--- src/rtl/parity_ctrl_pkg.sv ---
// Shared encodings for the frame parity controller: FSM states and parity-sense constants.
package parity_ctrl_pkg;

    typedef enum logic [1:0] {
        ST_IDLE   = 2'd0,
        ST_DATA   = 2'd1,
        ST_PAR    = 2'd2,
        ST_REPORT = 2'd3
    } state_t;

    localparam logic PAR_EVEN = 1'b0;
    localparam logic PAR_ODD  = 1'b1;

endpackage

--- src/rtl/parity_word_xor.sv ---
// Combinational XOR reduction of one data word.
module parity_word_xor #(
    parameter int DATA_W = 4
) (
    input  logic [DATA_W-1:0] i_word,
    output logic              o_par
);

    assign o_par = ^i_word;

endmodule

--- src/rtl/parity_frame_ctrl.sv ---
// Folds word parities over a frame of 1..MAX_WORDS words and checks them against a
// trailing parity bit, reporting one done/err result per frame.
module parity_frame_ctrl
    import parity_ctrl_pkg::*;
#(
    parameter int DATA_W    = 4,
    parameter int MAX_WORDS = 16,
    parameter int ODD       = 0,
    localparam int CNT_W    = $clog2(MAX_WORDS + 1)
) (
    input  logic              i_clk,
    input  logic              i_rst_n,
    input  logic              i_start,
    input  logic [CNT_W-1:0]  i_frame_len,
    input  logic              i_in_valid,
    input  logic [DATA_W-1:0] i_in_data,
    output logic              o_in_ready,
    input  logic              i_par_valid,
    input  logic              i_par_bit,
    output logic              o_busy,
    output logic [CNT_W-1:0]  o_word_cnt,
    output logic              o_done,
    output logic              o_err,
    output logic              o_len_err,
    output logic [1:0]        o_state
);

    localparam logic ACC_INIT = (ODD != 0) ? PAR_ODD : PAR_EVEN;

    // Stream handshake: a word moves on any edge where in_valid and in_ready are both high;
    // in_ready is high exactly while in DATA, and an unaccepted word stays with the upstream.
    state_t             r_state;
    state_t             w_state_nxt;
    logic [CNT_W-1:0]   r_len;
    logic [CNT_W-1:0]   r_cnt;
    logic               r_acc;
    logic               r_err;
    logic               r_len_err;
    logic               w_word_par;
    logic               w_len_ok;
    logic               w_start_ok;
    logic               w_accept;
    logic [CNT_W-1:0]   w_cnt_inc;

    parity_word_xor #(.DATA_W(DATA_W)) u_word_xor (
        .i_word (i_in_data),
        .o_par  (w_word_par)
    );

    assign w_len_ok   = (i_frame_len != '0) && (i_frame_len <= CNT_W'(MAX_WORDS));
    assign w_start_ok = (r_state == ST_IDLE) && i_start && w_len_ok;
    assign w_accept   = (r_state == ST_DATA) && i_in_valid;
    assign w_cnt_inc  = r_cnt + CNT_W'(1);

    always_ff @(posedge i_clk) begin
        if (!i_rst_n) begin
            r_state <= ST_IDLE;
        end else begin
            r_state <= w_state_nxt;
        end
    end

    always_comb begin
        w_state_nxt = r_state;
        case (r_state)
            ST_IDLE:   if (w_start_ok) w_state_nxt = ST_DATA;
            ST_DATA:   if (w_accept && (w_cnt_inc == r_len)) w_state_nxt = ST_PAR;
            ST_PAR:    if (i_par_valid) w_state_nxt = ST_REPORT;
            ST_REPORT: w_state_nxt = ST_IDLE;
            default:   w_state_nxt = ST_IDLE;
        endcase
    end

    always_ff @(posedge i_clk) begin
        if (!i_rst_n) begin
            r_len     <= '0;
            r_cnt     <= '0;
            r_acc     <= ACC_INIT;
            r_err     <= 1'b0;
            r_len_err <= 1'b0;
        end else begin
            r_len_err <= (r_state == ST_IDLE) && i_start && !w_len_ok;
            case (r_state)
                ST_IDLE: begin
                    if (w_start_ok) begin
                        r_len <= i_frame_len;
                        r_cnt <= '0;
                        r_acc <= ACC_INIT;
                    end
                end
                ST_DATA: begin
                    if (w_accept) begin
                        r_acc <= r_acc ^ w_word_par;
                        r_cnt <= w_cnt_inc;
                    end
                end
                ST_PAR: begin
                    if (i_par_valid) r_err <= r_acc ^ i_par_bit;
                end
                default: ;
            endcase
        end
    end

    // All outputs come straight from flops or a decode of the state register.
    assign o_in_ready = (r_state == ST_DATA);
    assign o_busy     = (r_state != ST_IDLE);
    assign o_done     = (r_state == ST_REPORT);
    assign o_err      = (r_state == ST_REPORT) && r_err;
    assign o_len_err  = r_len_err;
    assign o_word_cnt = r_cnt;
    assign o_state    = r_state;

endmodule

--- config.mk ---
export PLATFORM = sky130hd
export DESIGN_NAME = parity_frame_ctrl
export DESIGN_NICKNAME = d
export VERILOG_FILES = /design/src/rtl/parity_ctrl_pkg.sv /design/src/rtl/parity_word_xor.sv /design/src/rtl/parity_frame_ctrl.sv
export SDC_FILE = /design/constraint.sdc
export NUM_CORES = 1
export LEC_CHECK = 0
export ABC_AREA = 1
export BUFFER_PORTS_ARGS = -buffer_cell sky130_fd_sc_hd__buf_2
export CORE_AREA = 2 2 48 50
export DETAILED_ROUTE_END_ITERATION = 12
export DIE_AREA = 0 0 50 52
export PLACE_DENSITY = 0.79
export SLEW_MARGIN = 10
export SYNTH_ARGS = -nofsm -noshare
export SYNTH_HDL_FRONTEND = slang
export SYNTH_SLANG_ARGS = --single-unit
--- constraint.sdc ---
create_clock -name i_clk -period 2.05 [get_ports i_clk]
set_input_delay 0.205 -clock i_clk [delete_from_list [all_inputs] [get_ports i_clk]]
set_output_delay 0.205 -clock i_clk [all_outputs]
set_load 0.01 [all_outputs]
# Word-level counts from Yosys, hierarchy flattened
# Cells that the tools add are included.
[totals]
ff_bits = 15
latchBits = 0
ramBits = 0
rom_bits = 0
out_inout_bits = 12
n_memories = 0
[classes]
n_addsub = 1
mul = 0
div_mod_pow = 0
magnitude_cmp = 1
eq_ne = 8
n_shift = 0
mux = 10
n_bitwise = 2
reduce_logical = 17
[op_table]
columns = ["cell", "n"]
rows = [
  ["5-bit two-way mux", 2],
  ["5-bit one-hot mux with 2 select lines", 1],
  ["2-bit one-hot mux with 4 select lines", 1],
  ["1-bit logical AND", 7],
  ["2-bit two-way mux", 3],
  ["3-bit AND reduction", 2],
  ["5-bit by 1-bit adder with 5-bit output, second input constant", 1],
  ["5-bit == test", 1],
  ["5-bit <= comparator, second input constant", 1],
  ["5-bit nonzero test", 1],
  ["2-bit == test, second input constant", 2],
  ["2-bit by 1-bit != test with 1-bit output, second input constant", 2],
  ["2-bit != test, second input constant", 2],
  ["2-bit AND reduction", 2],
  ["2-bit nonzero test", 2],
  ["4-bit parity", 1],
  ["2-bit by 1-bit == test with 1-bit output, second input constant", 1],
  ["2-bit zero test", 1],
  ["1-bit two-way mux", 2],
  ["1-bit one-hot mux with 2 select lines", 1],
  ["1-bit XOR", 2],
  ["1-bit zero test", 1],
]

# Depth between registers and ports, before layout
[logic_depth]
word_depth = 5
depth_mapped = 12

# Modules after synthesis
# A second synthesis with hierarchy kept.
[hier_totals]
cells_unflattened = 146
area_unflattened_um2 = 993.5
[modules_own_cells]
columns = ["module", "n_inst", "cells_each", "area_each_um2", "seq_area_each_um2"]
rows = [
  ["parity_frame_ctrl", 1, 127, 919.6, 300.3],
  ["parity_word_xor", 1, 19, 73.8, 0.0],
]

# Worst setup path after synthesis
# No wires, ideal clock.
[synth_path]
kind = "flip-flop to flip-flop"
startpoint = "register r_state[1] (netlist: o_state[1])"
endpoint = "register r_cnt[0] (netlist: o_word_cnt[0])"
t_arrival_ns = 1.484
required_ns = 1.931
slack_ns = 0.447
stages_incl_launch_ff = 9
n_path_buf = 0
period_less_slack_ns = 1.603
cell_sequence = "dfxtp_1 -> inv_1 -> ha_1 -> inv_1 -> nor2_1 -> a21oi_1 -> nand2_2 -> o21ai_1 -> a21oi_1"
[synth_via]
word_cells_on_any_way = 10
classes_between = "eq/ne (3); mux (1); reduce/logical (6)"
[synth_rtl]
columns = ["item", "line_no", "source"]
rows = [
  ["start: declaration", "parity_frame_ctrl.sv:32", "state_t r_state;"],
  ["start signal: assignment", "parity_frame_ctrl.sv:59", "r_state <= w_state_nxt;"],
  ["2-bit by 1-bit == test with 1-bit output *", "--", ""],
  ["net o_in_ready", "parity_frame_ctrl.sv:17", "output logic o_in_ready,"],
  ["1-bit logical AND", "parity_frame_ctrl.sv:52", "assign w_accept = (r_state == ST_DATA) && i_in_valid;"],
  ["2-bit by 1-bit != test with 1-bit output (no line)", "--", ""],
  ["3-bit AND reduction (no line)", "--", ""],
  ["end signal: assignment", "parity_frame_ctrl.sv:94", "r_cnt <= w_cnt_inc;"],
  ["end: declaration", "parity_frame_ctrl.sv:35", "logic [CNT_W-1:0] r_cnt;"],
]
# The timed path passes the listed nets; every way through them passes the cells marked *.
# A chain may end at the register's enable or synchronous reset.

# Worst setup path after layout
[layout_path]
startpoint = "register r_state[1] (netlist: o_state[1])"
endpoint = "register r_cnt[4] (netlist: o_word_cnt[4])"
[layout_via]
elab_chain_len = 5
word_cells_on_any_way = 10
classes_between = "eq/ne (3); mux (1); reduce/logical (6)"
[layout_rtl]
columns = ["item", "line_no", "source"]
rows = [
  ["2-bit zero test", "parity_frame_ctrl.sv:51, parity_frame_ctrl.sv:83", ""],
  ["1-bit logical AND (2 in series)", "parity_frame_ctrl.sv:51", "assign w_start_ok = (r_state == ST_IDLE) && i_start && w_len_ok;"],
  ["2-bit != test (no line)", "--", ""],
  ["3-bit AND reduction (no line)", "--", ""],
]
# Several ways; a longest one is shown, not always the timed one.

==> results.cfg <==
[floorplanning]
boundary_pins = 27
start_util_pct = 46.0
chipWidth_um = 50
row_count = 17
fp.dieH_um = 52
design.core.area_um2 = 2110
die_area_um2 = 2600

[drt]
drt_pass1_iterations = 4
routed_wire_length_per_instance_um = 10.7
wl_mm = 2.04
antenna_left = 0
vias_per_cell = 5.03
drc_errors = 0
first_iter_violations = 16
num_vias = 956

[pwr]
p_per_area_nw_per_um2 = 1310
p_leak_nw = 0.567
ir_drop_mv = 0.820

[clock_network]
post_cts.resized_instances = 0
clock_sink_count = 15
cts.root.buffer_cell = clkbuf_4
clk-insertion-delay-late_ns = 0.29
cts_setup_buffers = 0
tritoncts = yes
cts-hold-fix-buffers = 0
numCtsBuffers = 3
number_of_buffers_between_clock_root_and_the_deepest_sink = 2
worst_setup_hold_path_clk_slew_ns = 0.09
cts_htree_levels = 1

[placed_design]
globalplace.congestion = 0.867
place_inst = 186
placedInstanceArea_um2 = 1110
hpwlAfterDp_mm = 1.67
buffer_ports.inserted = 26

[sta]
period_share_pct = 82.5
final_period_minus_worst_setup_slack_ns = 1.69
relSlewSlack_pct = 79.1
report.final.hold_viol_count = 0
tightest_slew_ns = 0.314
setup-tns-final_ns = 0
finClkSkew_ns = 0.00629
setup_repair_after_global_routing_missed_its_margin = no
fmaxAchievable_mhz = 591
timing.final.setup_violations = 0
report.final.slew_viol_count = 0
fin_worst_hold_slack_ns = 0.157

[synthesis]
syn-cell-area_um2 = 968
synthesis.nets = 154
post_synth.cell_area_avg_um2 = 7.28
yosys_warnings = 0
seq_area_frac_synth_pct = 31.0
synth.ff_latch_count = 15
synthCells = 133
netlist-cell-type-count = 24

[final_layout]
layout.nets = 184
fraction_of_layout_instances_using_a_drive_strength_above_1_pct = 24.1
finish.instance_area_um2 = 1140
finish.cell_count_without_fillers = 190
number_of_diodes_added_for_antenna_fixing = 0
layout.filler_cells = 207
syn_to_final_growth_pct = 17.7

[setup_path]
crit_path_end_kind = register
critical_path.reg2reg.startpoint = o_state[1]$_SDFFE_PN0P_
r2r_end = o_word_cnt[4]$_SDFFE_PN0P_
critPathMaxFanout = 11
r2r_setup_slack_ns = 0.36
worst_r2r_path_depth = 8
crit_path_end = o_word_cnt[4]$_SDFFE_PN0P_
launching_instance_or_port_of_the_critical_path = o_state[1]$_SDFFE_PN0P_
crit_path_dat_ns = 1.87
required_ns = 2.23
worstSetupPathType = register to register
worst_setup_path_start_kind = register

[grt]
overall_track_demand_over_capacity_in_global_routing_pct = 18.0
grt_pass1_wl_mm = 3.51
vias_in_the_first_global_route = 845
antenna_found_initial = 0
grt_start_max_net_pins = 12
globalRouteOverflowTotal = 0

[worst_hold_path]
hp-class = input port to register

[run]
timing.max_cap.violations = 0

[run_status]
status = finished, final reports clean
area by class of cell:
| class | count | area, um^2 | share of cell area [%] |
|---|---|---|---|
| inverter | 25 | 98.8 | 8.67 |
| timing repair buffer | 26 | 130 | 11.4 |
| sequential | 15 | 300 | 26.3 |
| multi-input combinational | 92 | 549 | 48.2 |
| tap | 28 | 35.0 | 3.07 |
| clock buffer | 4 | 26.3 | 2.31 |
logic make-up (layout without fill, tap and decap cells):
family          count (synthesis)  in the layout  synth area share [%]
buf+inv                        26             55                  12.3
xor+xnor                        4              4                  3.62
fa+ha+maj                       6              6                  7.75
simple gates                   56             56                  28.2
compound gates                 26             26                  17.2
flops                          15             15                  31.0
synth_stat cells, drive strengths merged:
cell type | instances | share of area [%]
a211oi | 2 | 1.5
a21oi | 14 | 8.4
a22oi | 1 | 2.2
a311oi | 1 | 0.90
buf | 1 | 2.1
clkinv | 2 | 0.78
dfxtp | 15 | 31
ha | 6 | 7.8
inv | 23 | 9.4
nand2 | 29 | 12
nand3 | 10 | 5.2
nand3b | 1 | 2.1
nand4 | 6 | 4.5
nor2 | 10 | 4.7
o21ai | 8 | 4.1
xnor2 | 3 | 2.7
xor2 | 1 | 0.90
through the flow:
stage	power (W)	setup slack [ns]	utilization [%]
2_1_floorplan	0.00112	0.447	-
5_1_grt	0.00164	0.161	54.1
6_report	0.00149	0.359	54.1
3_3_place_gp	0.00129	0.428	52.9
3_5_place_dp	0.00133	0.373	52.9
4_1_cts	0.00150	0.348	54.1
worst max-delay path, stage by stage (launching register included):
cell and delay (ns):
dfxtp_1 0.36, inv_1 0.11, ha_1 0.26, nand2_1 0.10, nand3b_4 0.26, nand2_1 0.18
nand2_2 0.12, o21ai_1 0.14, a21oi_1 0.05
worst min-delay path by stage:
stage / start / end / slack [ns] / cells past startpoint
after CTS: i_par_valid / r_err$_SDFFE_PN0P_ / 0.15 / 2
after detailed placement: i_par_valid / r_err$_SDFFE_PN0P_ / 0.45 / 2
after global placement: i_par_valid / r_err$_SDFFE_PN0P_ / 0.46 / 2
final: i_par_valid / r_err$_SDFFE_PN0P_ / 0.16 / 2
after global routing: i_par_valid / r_err$_SDFFE_PN0P_ / 0.16 / 2
after floorplan: i_par_valid / r_err$_SDFFE_PN0P_ / 0.32 / 1
flip-flops by register name, indices dropped and copies added, names as in the netlist:
name        count
o_word_cnt      5
o_state         2
o_len_err       1
r_acc           1
r_err           1
r_len           5
cells in the final DEF, fill, tap and decap left out, types with 5 or more instances in the layout:
cell type	n
nand3_1	10
ha_1	6
a21oi_1	13
nand2_1	27
inv_1	20
nand4_1	5
nor2_1	9
dfxtp_1	15
buf_2	26
report_power, final:
| part | total (W) | internal, W | switching (W) |
|---|---|---|---|
| logic | 0.000831 | 0.000328 | 0.000503 |
| clock network | 0.000169 | 0.0000758 | 0.0000928 |
| registers | 0.000489 | 0.000383 | 0.000106 |
per-layer routing:
layer / up-vias / part of all wire [%] / GRT usage (%)
met1: 428 / 43 / 20.2
met3: 5 / 4.1 / 3.45
met4: 0 / 2.1 / 8.33
met5: - / 0 / 0
met2: 23 / 51 / 32.7
li1: 500 / - / -
Note: power is estimated with default switching activity, not from simulation.
